[config.mk]
export PLATFORM = sky130hd
export DESIGN_NAME = fifo72_xgmii_tx_flat
export DESIGN_NICKNAME = d
export VERILOG_FILES = /design/src/rtl/fifo72_xgmii_tx_if.sv /design/src/rtl/fifo72_xgmii_tx.sv /design/src/flat_wrapper.sv
export SDC_FILE = /design/constraint.sdc
export NUM_CORES = 1
export LEC_CHECK = 0
export ABC_AREA = 1
export CAP_MARGIN = 20
export CORE_MARGIN = 2
export CORE_UTILIZATION = 49
export DETAILED_ROUTE_END_ITERATION = 7
export GPL_ROUTABILITY_DRIVEN = 0
export HOLD_SLACK_MARGIN = 0.02
export PLACE_DENSITY = 0.82
export SYNTH_ARGS = -nofsm -noshare
export SYNTH_HDL_FRONTEND = slang
export SYNTH_SLANG_ARGS = --single-unit
[constraint.sdc]
create_clock -name sys_clk -period 2.2 [get_ports sys_clk]
set_input_delay 0.22 -clock sys_clk [delete_from_list [all_inputs] [get_ports sys_clk]]
set_output_delay 0.22 -clock sys_clk [all_outputs]
set_load 0.02 [all_outputs]
[src/rtl/fifo72_xgmii_tx_if.sv]
// fifo72_xgmii_tx_if: first-word-fall-through FIFO read port carrying 72-bit {txc,txd} words
interface fifo72_xgmii_tx_if;
    logic [71:0] dout;
    logic        empty;
    logic        rd_en;
    modport master (output dout, output empty, input rd_en);
    modport slave (input dout, input empty, output rd_en);
endinterface

[src/rtl/fifo72_xgmii_tx.sv]
// fifo72_xgmii_tx: pops {txc,txd} words from a FWFT FIFO onto XGMII TX with idle fill,
// inter-packet gap, out-of-frame drop and underrun abort.
module fifo72_xgmii_tx #(
    parameter int IPG_WORDS = 2,
    parameter int CNT_WIDTH = 32
) (
    input  logic                 sys_clk,
    input  logic                 sys_rst,
    fifo72_xgmii_tx_if.slave     fifo,
    output logic [63:0]          xgmii_txd,
    output logic [7:0]           xgmii_txc,
    output logic                 tx_busy,
    output logic [CNT_WIDTH-1:0] tx_frames,
    output logic [CNT_WIDTH-1:0] tx_underruns,
    output logic [CNT_WIDTH-1:0] tx_drops
);
    localparam logic [71:0] IDLE_W = {8'hFF, 64'h0707070707070707};
    localparam logic [71:0] ERR_W = {8'hFF, 64'hFEFEFEFEFEFEFEFE};
    localparam logic [3:0] GAP_INIT = 4'(IPG_WORDS);
    localparam logic [CNT_WIDTH-1:0] ONE = {{(CNT_WIDTH-1){1'b0}}, 1'b1};
    typedef enum logic [1:0] {S_IDLE, S_SEND, S_DRAIN, S_IPG} state_t;
    state_t      state, state_n;
    logic [3:0]  gap, gap_n;
    logic [71:0] word_n;
    logic        is_start, is_term, inc_frame, inc_under, inc_drop;
    assign is_start = fifo.dout[64] && fifo.dout[7:0] == 8'hFD - 8'h02;
    assign tx_busy = state == S_SEND || state == S_DRAIN;
    // a term word may place its FD in any control lane
    always_comb begin
        is_term = 1'b0;
        for (int i = 0; i < 8; i++)
            is_term = is_term | (fifo.dout[64+i] && fifo.dout[8*i +: 8] == 8'hFD);
    end
    always_comb begin
        state_n = state;
        gap_n = gap;
        word_n = IDLE_W;
        fifo.rd_en = 1'b0;
        inc_frame = 1'b0;
        inc_under = 1'b0;
        inc_drop = 1'b0;
        case (state)
            S_IDLE: if (!fifo.empty) begin
                fifo.rd_en = 1'b1;
                word_n = is_start ? fifo.dout : IDLE_W;
                state_n = is_start ? S_SEND : S_IDLE;
                inc_drop = !is_start;
            end
            S_SEND: if (!fifo.empty) begin
                fifo.rd_en = 1'b1;
                word_n = fifo.dout;
                inc_frame = is_term;
                gap_n = is_term ? GAP_INIT : gap;
                state_n = is_term ? S_IPG : S_SEND;
            end else begin
                word_n = ERR_W;
                inc_under = 1'b1;
                state_n = S_DRAIN;
            end
            S_DRAIN: if (!fifo.empty) begin
                fifo.rd_en = 1'b1;
                gap_n = is_term ? GAP_INIT : gap;
                state_n = is_term ? S_IPG : S_DRAIN;
            end
            default: begin
                gap_n = gap - 4'd1;
                state_n = gap == 4'd1 ? S_IDLE : S_IPG;
            end
        endcase
    end
    always_ff @(posedge sys_clk or negedge sys_rst) begin
        if (!sys_rst) begin
            state <= S_IPG;
            gap <= GAP_INIT;
            {xgmii_txc, xgmii_txd} <= IDLE_W;
            tx_frames <= '0;
            tx_underruns <= '0;
            tx_drops <= '0;
        end else begin
            state <= state_n;
            gap <= gap_n;
            {xgmii_txc, xgmii_txd} <= word_n;
            if (inc_frame) tx_frames <= tx_frames + ONE;
            if (inc_under) tx_underruns <= tx_underruns + ONE;
            if (inc_drop) tx_drops <= tx_drops + ONE;
        end
    end
endmodule

[src/flat_wrapper.sv]
// flat-port wrapper written by rule: the top's interface ports become plain ports
module fifo72_xgmii_tx_flat 
#(
    parameter int IPG_WORDS = 2,
    parameter int CNT_WIDTH = 32
)
  (sys_clk, sys_rst, xgmii_txd, xgmii_txc, tx_busy, tx_frames, tx_underruns, tx_drops, fifo_dout, fifo_empty, fifo_rd_en);
  fifo72_xgmii_tx_if fifo_i ();
  input  logic sys_clk;
  input  logic sys_rst;
  output logic [63:0] xgmii_txd;
  output logic [7:0] xgmii_txc;
  output logic tx_busy;
  output logic [CNT_WIDTH-1:0] tx_frames;
  output logic [CNT_WIDTH-1:0] tx_underruns;
  output logic [CNT_WIDTH-1:0] tx_drops;
  input wire logic [$bits(fifo_i.dout)-1:0] fifo_dout;
  input wire logic [$bits(fifo_i.empty)-1:0] fifo_empty;
  output wire logic [$bits(fifo_i.rd_en)-1:0] fifo_rd_en;
  assign fifo_i.dout = fifo_dout;
  assign fifo_i.empty = fifo_empty;
  assign fifo_rd_en = fifo_i.rd_en;
  fifo72_xgmii_tx #(.IPG_WORDS(IPG_WORDS), .CNT_WIDTH(CNT_WIDTH)) u_core (.sys_clk(sys_clk), .sys_rst(sys_rst), .fifo(fifo_i), .xgmii_txd(xgmii_txd), .xgmii_txc(xgmii_txc), .tx_busy(tx_busy), .tx_frames(tx_frames), .tx_underruns(tx_underruns), .tx_drops(tx_drops));
endmodule
## Word level (Yosys, flattened, before mapping)

Cells that the tools add are included.

- Div/mod/pow operators: 0
- $lt $le $gt $ge: 0
- Multipliers: 0
- Bitwise gates (word level): 8
- Equality and inequality tests: 16
- Add/subtract/negate cells: 4
- Reduce and logical (&&, ||, !) cells: 16
- Mux-type cells: 23
- Shifts and indexed selects: 0

Operators with widths:

| operator | count |
|---|---|
| two-way mux 72 bit | 3 |
| one-hot mux 72 bit (2 select lines) | 1 |
| adder 32 x 1 -> 32 bit (second input constant) | 3 |
| equality test 8 bit (second input constant) | 9 |
| two-way mux 1 bit | 10 |
| two-way mux 2 bit | 5 |
| logical AND 1 bit | 9 |
| two-way mux 4 bit | 2 |
| one-hot mux 4 bit (2 select lines) | 1 |
| bitwise OR 1 bit | 7 |
| inequality test 2 bit (second input constant) | 3 |
| one-hot mux 2 bit (3 select lines) | 1 |
| equality test 4 x 1 -> 1 bit (second input constant) | 1 |
| subtractor 4 x 1 -> 4 bit (second input constant) | 1 |
| AND reduction 3 bit | 1 |
| OR reduction 3 bit | 1 |
| equality test 2 x 1 -> 1 bit (second input constant) | 1 |
| equality test 2 bit (second input constant) | 1 |
| zero test 2 bit | 1 |
| inequality test 2 x 1 -> 1 bit (second input constant) | 1 |
| AND reduction 2 bit | 1 |
| OR reduction 2 bit | 1 |
| zero test 1 bit | 1 |
| logical OR 1 bit | 1 |
| NOT 1 bit | 1 |

- RAM bits: 0
- Register bits after elaboration: 174
- Memories: 0
- Latch bits: 0
- Memory bits (read-only): 0

## Longest topological paths before layout

- Depth in word-level cells: 12
- Depth in mapped cells: 12
- Mapped depth without buffers: 12

## Worst setup path after synthesis

No wires, ideal clock.

- Path kind: register to register
- From: register u_core.state[0]
- To: register u_core.tx_underruns[19]
- Data arrival time: 1.717 ns
- Data required time: 2.077 ns
- Clock period less this slack: 1.840 ns
- Slack: 0.360 ns
- Stages on the path, launching flop included: 11
- Cells stage by stage: dfstp_2 ha_1 nand2_2 buf_6 nor3_4 nand2_2 nor2_4 nand3_2 clkinv_2 nand2_1 xor2_1

- Longest elaborated chain between the ends: 2

Ends and longest elaborated chain:

| what | RTL line | text |
|---|---|---|
| start: declaration | fifo72_xgmii_tx.sv:22 | `state_t state, state_n;` |
| start signal: assignment | fifo72_xgmii_tx.sv:80 | `state <= state_n;` |
| equality test 2 x 1 -> 1 bit | fifo72_xgmii_tx.sv:42 | `case (state)` |
| two-way mux 1 bit | fifo72_xgmii_tx.sv:42 |  |
| end signal: assignment | fifo72_xgmii_tx.sv:84 | `if (inc_under) tx_underruns <= tx_underruns + ONE;` |
| end: declaration | fifo72_xgmii_tx.sv:14 | `output logic [CNT_WIDTH-1:0] tx_underruns,` |

No other way between the ends.
A chain may end at the register's enable or synchronous reset.

## Worst setup path after layout

- From: register u_core.state[0]
- To: output port fifo_rd_en

- Longest elaborated chain between the ends: 3
- Elaborated cells between the ends (all ways): 5
- Those cells by class: eq/ne (2); mux (1); reduce/logical (2)

Ends and longest elaborated chain:

| what | RTL line | text |
|---|---|---|
| equality test 2 bit, or another cell as far along | fifo72_xgmii_tx.sv:42 |  |
| OR reduction 3 bit (no source line) * | n/a |  |
| two-way mux 1 bit * | n/a |  |
| end: declaration | flat_wrapper.sv:19 | `output wire logic [$bits(fifo_i.rd_en)-1:0] fifo_rd_en;` |

Mark *: on every way between the ends. The rest lies on a longest branch, timed or not.

==> metrics.cfg <==
[floorplan]
core_um2=17400
die_area_um2=19000
die_w_um=138
row_count=48
initial_core_util_pct=50.3
io_pins=245
die_h_um=138

[synthesis]
yosys.area_share.simple_pct=30.3
synth.area.top_cells=dfrtp_1 (40%), nand2_1 (12%), dfstp_2 (10%), nor2_1 (8.5%), xor2_1 (6.6%)
synth-seq-cells=174
synth_top_family_by_area=simple AND/OR/NAND/NOR gates
ys_async_sr_fraction_pct=100
muxShareOfSynthArea_pct=0
ys_warn_count=0
synth_xor_area_share_pct=8.70
synth_top_area_share_pct=39.7
synth_top_area_cell=dfrtp_1
yosysUniqueCellTypes=33
synth_compound_area_share_pct=3.48
synth-edff-count=0
syn_area_um2=8760
seq_area_frac_synth_pct=50.2
syn-num-nets=1172
synth_ff_type=dfrtp_1
synth.avg_cell_area_um2=8.05
synthAdderAreaFrac_pct=1.28
netlist_instances=1088

[sta]
fmax_mhz=493
finClkSkew_ns=0.0114
relSlewSlack_pct=67.6
rsz0062_at_grt=no
period_share_pct=92.2
setup_tns_ns=0
worst_slew_pin_slew_ns=0.485
period_minus_slack_ns=2.03
finalHoldViolations=0
maxSlewViolCount=0
finalSetupViolCount=0

[min_path]
hold_end=u_core.xgmii_txd[14]
min_path_type=input pin to flip-flop
hold_start=fifo_empty
holdPathStages=3

[pwr]
power.leakage_uw=0.00564
p_per_area_nw_per_um2=1030
vdd_drop_max_uv=604

[cells_and_area]
multi_input_area_um2=3850
layoutNonFillerInstCount=1583
layout_common_cells=nand2_1 (282), clkdlybuf4s50_1 (241), nor2_1 (198)
register_area_um2=4400
finalNetCount=1429
num-fill-cells=1319
final_common_cell=nand2_1
diodes=0
drive_gt1_share_pct=7.66
area_growth_pct=39.6

[global_routing]
gr-usage-all-layers_pct=27.6
grt_pass1_vias=8096
grt_max_degree=59
grt_pass1_wl_um=40400
antenna_found_initial=0
grt-ovfl-total=0

[route]
dr_wl_met2_um=12700
wl_um=25300
detail-route-antenna-nets=0
wl_per_cell_um=16.0
wl_met3_um=2010
vias=8211
wl_met1_um=9920
remaining_drc_errors=0
first_pass_iters=5
routed.top_layer=met4
viasPerCell=5.19
drt_iter0_markers=470

[clocking]
htree_num_levels=4
postCtsSetupBuffers=0
numCtsBuffers=17
clk_latency_ns=0.43
cts_num_sinks=174
root_buffer=clkbuf_16
cts_tree=yes
cts_max_path_buffers=2
clk_pin_slew_worst_paths_ns=0.06

[critical_path]
start_kind=flip-flop
path_class=flip-flop to primary output
reg2reg_to=u_core.tx_underruns[24]
cp-end-kind=primary output
startpoint=u_core.state[0]
r2r-start=u_core.state[0]
ff2ff_path_depth=10
rrSetupSlack_ns=0.18
required_ns=1.98
critPathMaxFanout=4
critical_path_arrival_ns=1.81

[placement]
post-place-cells=1550
dp_hpwl_um=19100
numPortBuffers=244

[job]
cap_violations=0

[outcome]
status=complete, no violations

worst max-delay path by stage:
stage,to,slack [ns],depth (start not counted)
2_1_floorplan,u_core.tx_underruns[19],0.36,10
3_3_place_gp,u_core.tx_drops[12],-0.20,10
3_5_place_dp,u_core.tx_drops[12],-0.31,10
4_1_cts,fifo_rd_en,0.14,3
5_1_grt,u_core.tx_underruns[24],0.002,10
6_report,fifo_rd_en,0.17,3
sequential cells by signal, summed over array words and instances, names as in the netlist:
signal / cells
u_core.tx_underruns: 32
u_core.gap: 4
u_core.xgmii_txd: 64
u_core.xgmii_txc: 8
u_core.state: 2
u_core.tx_drops: 32
u_core.tx_frames: 32
power by group:
part           total (µW)  switching (µW)  internal [µW]
Sequential           4450             478           3980
Combinational        4740            2800           1940
Clock                3430            1350           2080
Total               12600            4630           8000
synth_stat cells (2+ instances only):
cell / n
nand2_1: 282
nor3b_1: 2
dfrtp_1: 139
xor2_1: 66
o21ai_0: 43
nor2_2: 2
nand3b_1: 16
nor4_1: 2
nor3_1: 45
dfstp_2: 35
clkbuf_1: 15
o31ai_1: 2
nand3_2: 4
inv_1: 108
a21oi_1: 10
ha_1: 9
buf_4: 3
nor2_1: 199
buf_2: 5
xnor2_1: 21
nand2_2: 5
nand4_1: 18
nand3_1: 46
nor2_4: 2
worst max-delay path: stages (launching register included):
cell and delay [ns]:
dfstp_2 0.56, ha_1 0.19, nor2_1 0.06, clkdlybuf4s50_1 0.58
stage by stage:
step / power [µW] / setup WS (ns) / area (µm²) / util (%) / hold WS [ns]
floorplan: 6990 / 0.360 / 8760 / - / -0.0756
global placement: 9110 / -0.196 / 11600 / 66.3 / 0.187
detailed placement: 9210 / -0.310 / 11600 / 66.3 / 0.184
CTS: 12700 / 0.145 / 12200 / 70.2 / 0.164
global route: 13200 / 0.00183 / 12200 / 70.2 / 0.199
finish: 12600 / 0.171 / 12200 / 70.2 / 0.174
final cells by class:
cell class / instances / share of cell area [%]
clock buffers: 18 / 3.59
clock inverters: 14 / 1.86
inverters: 110 / 3.39
multi-input cells: 780 / 31.5
flip-flops and latches: 174 / 36.0
well taps: 225 / 2.30
repair buffers: 262 / 21.5
layer usage:
metal,global-route usage [%],vias up
li1,-,3923
met1,32.5,3914
met2,47.8,323
met3,8.39,51
met4,9.98,0
met5,0,-
timing repair:
item,CTS,global route
hold buffers,1,0
endpoints found under the setup margin,2,0
endpoints found under the hold margin,29,0
resized for setup,2,0
cell families after synthesis:
family,Yosys count
buf+inv,134
flops,174
simple gates,626
fa+ha+maj,9
xor+xnor,87
compound gates,58
No activity file was read; power rests on OpenSTA's default activity.
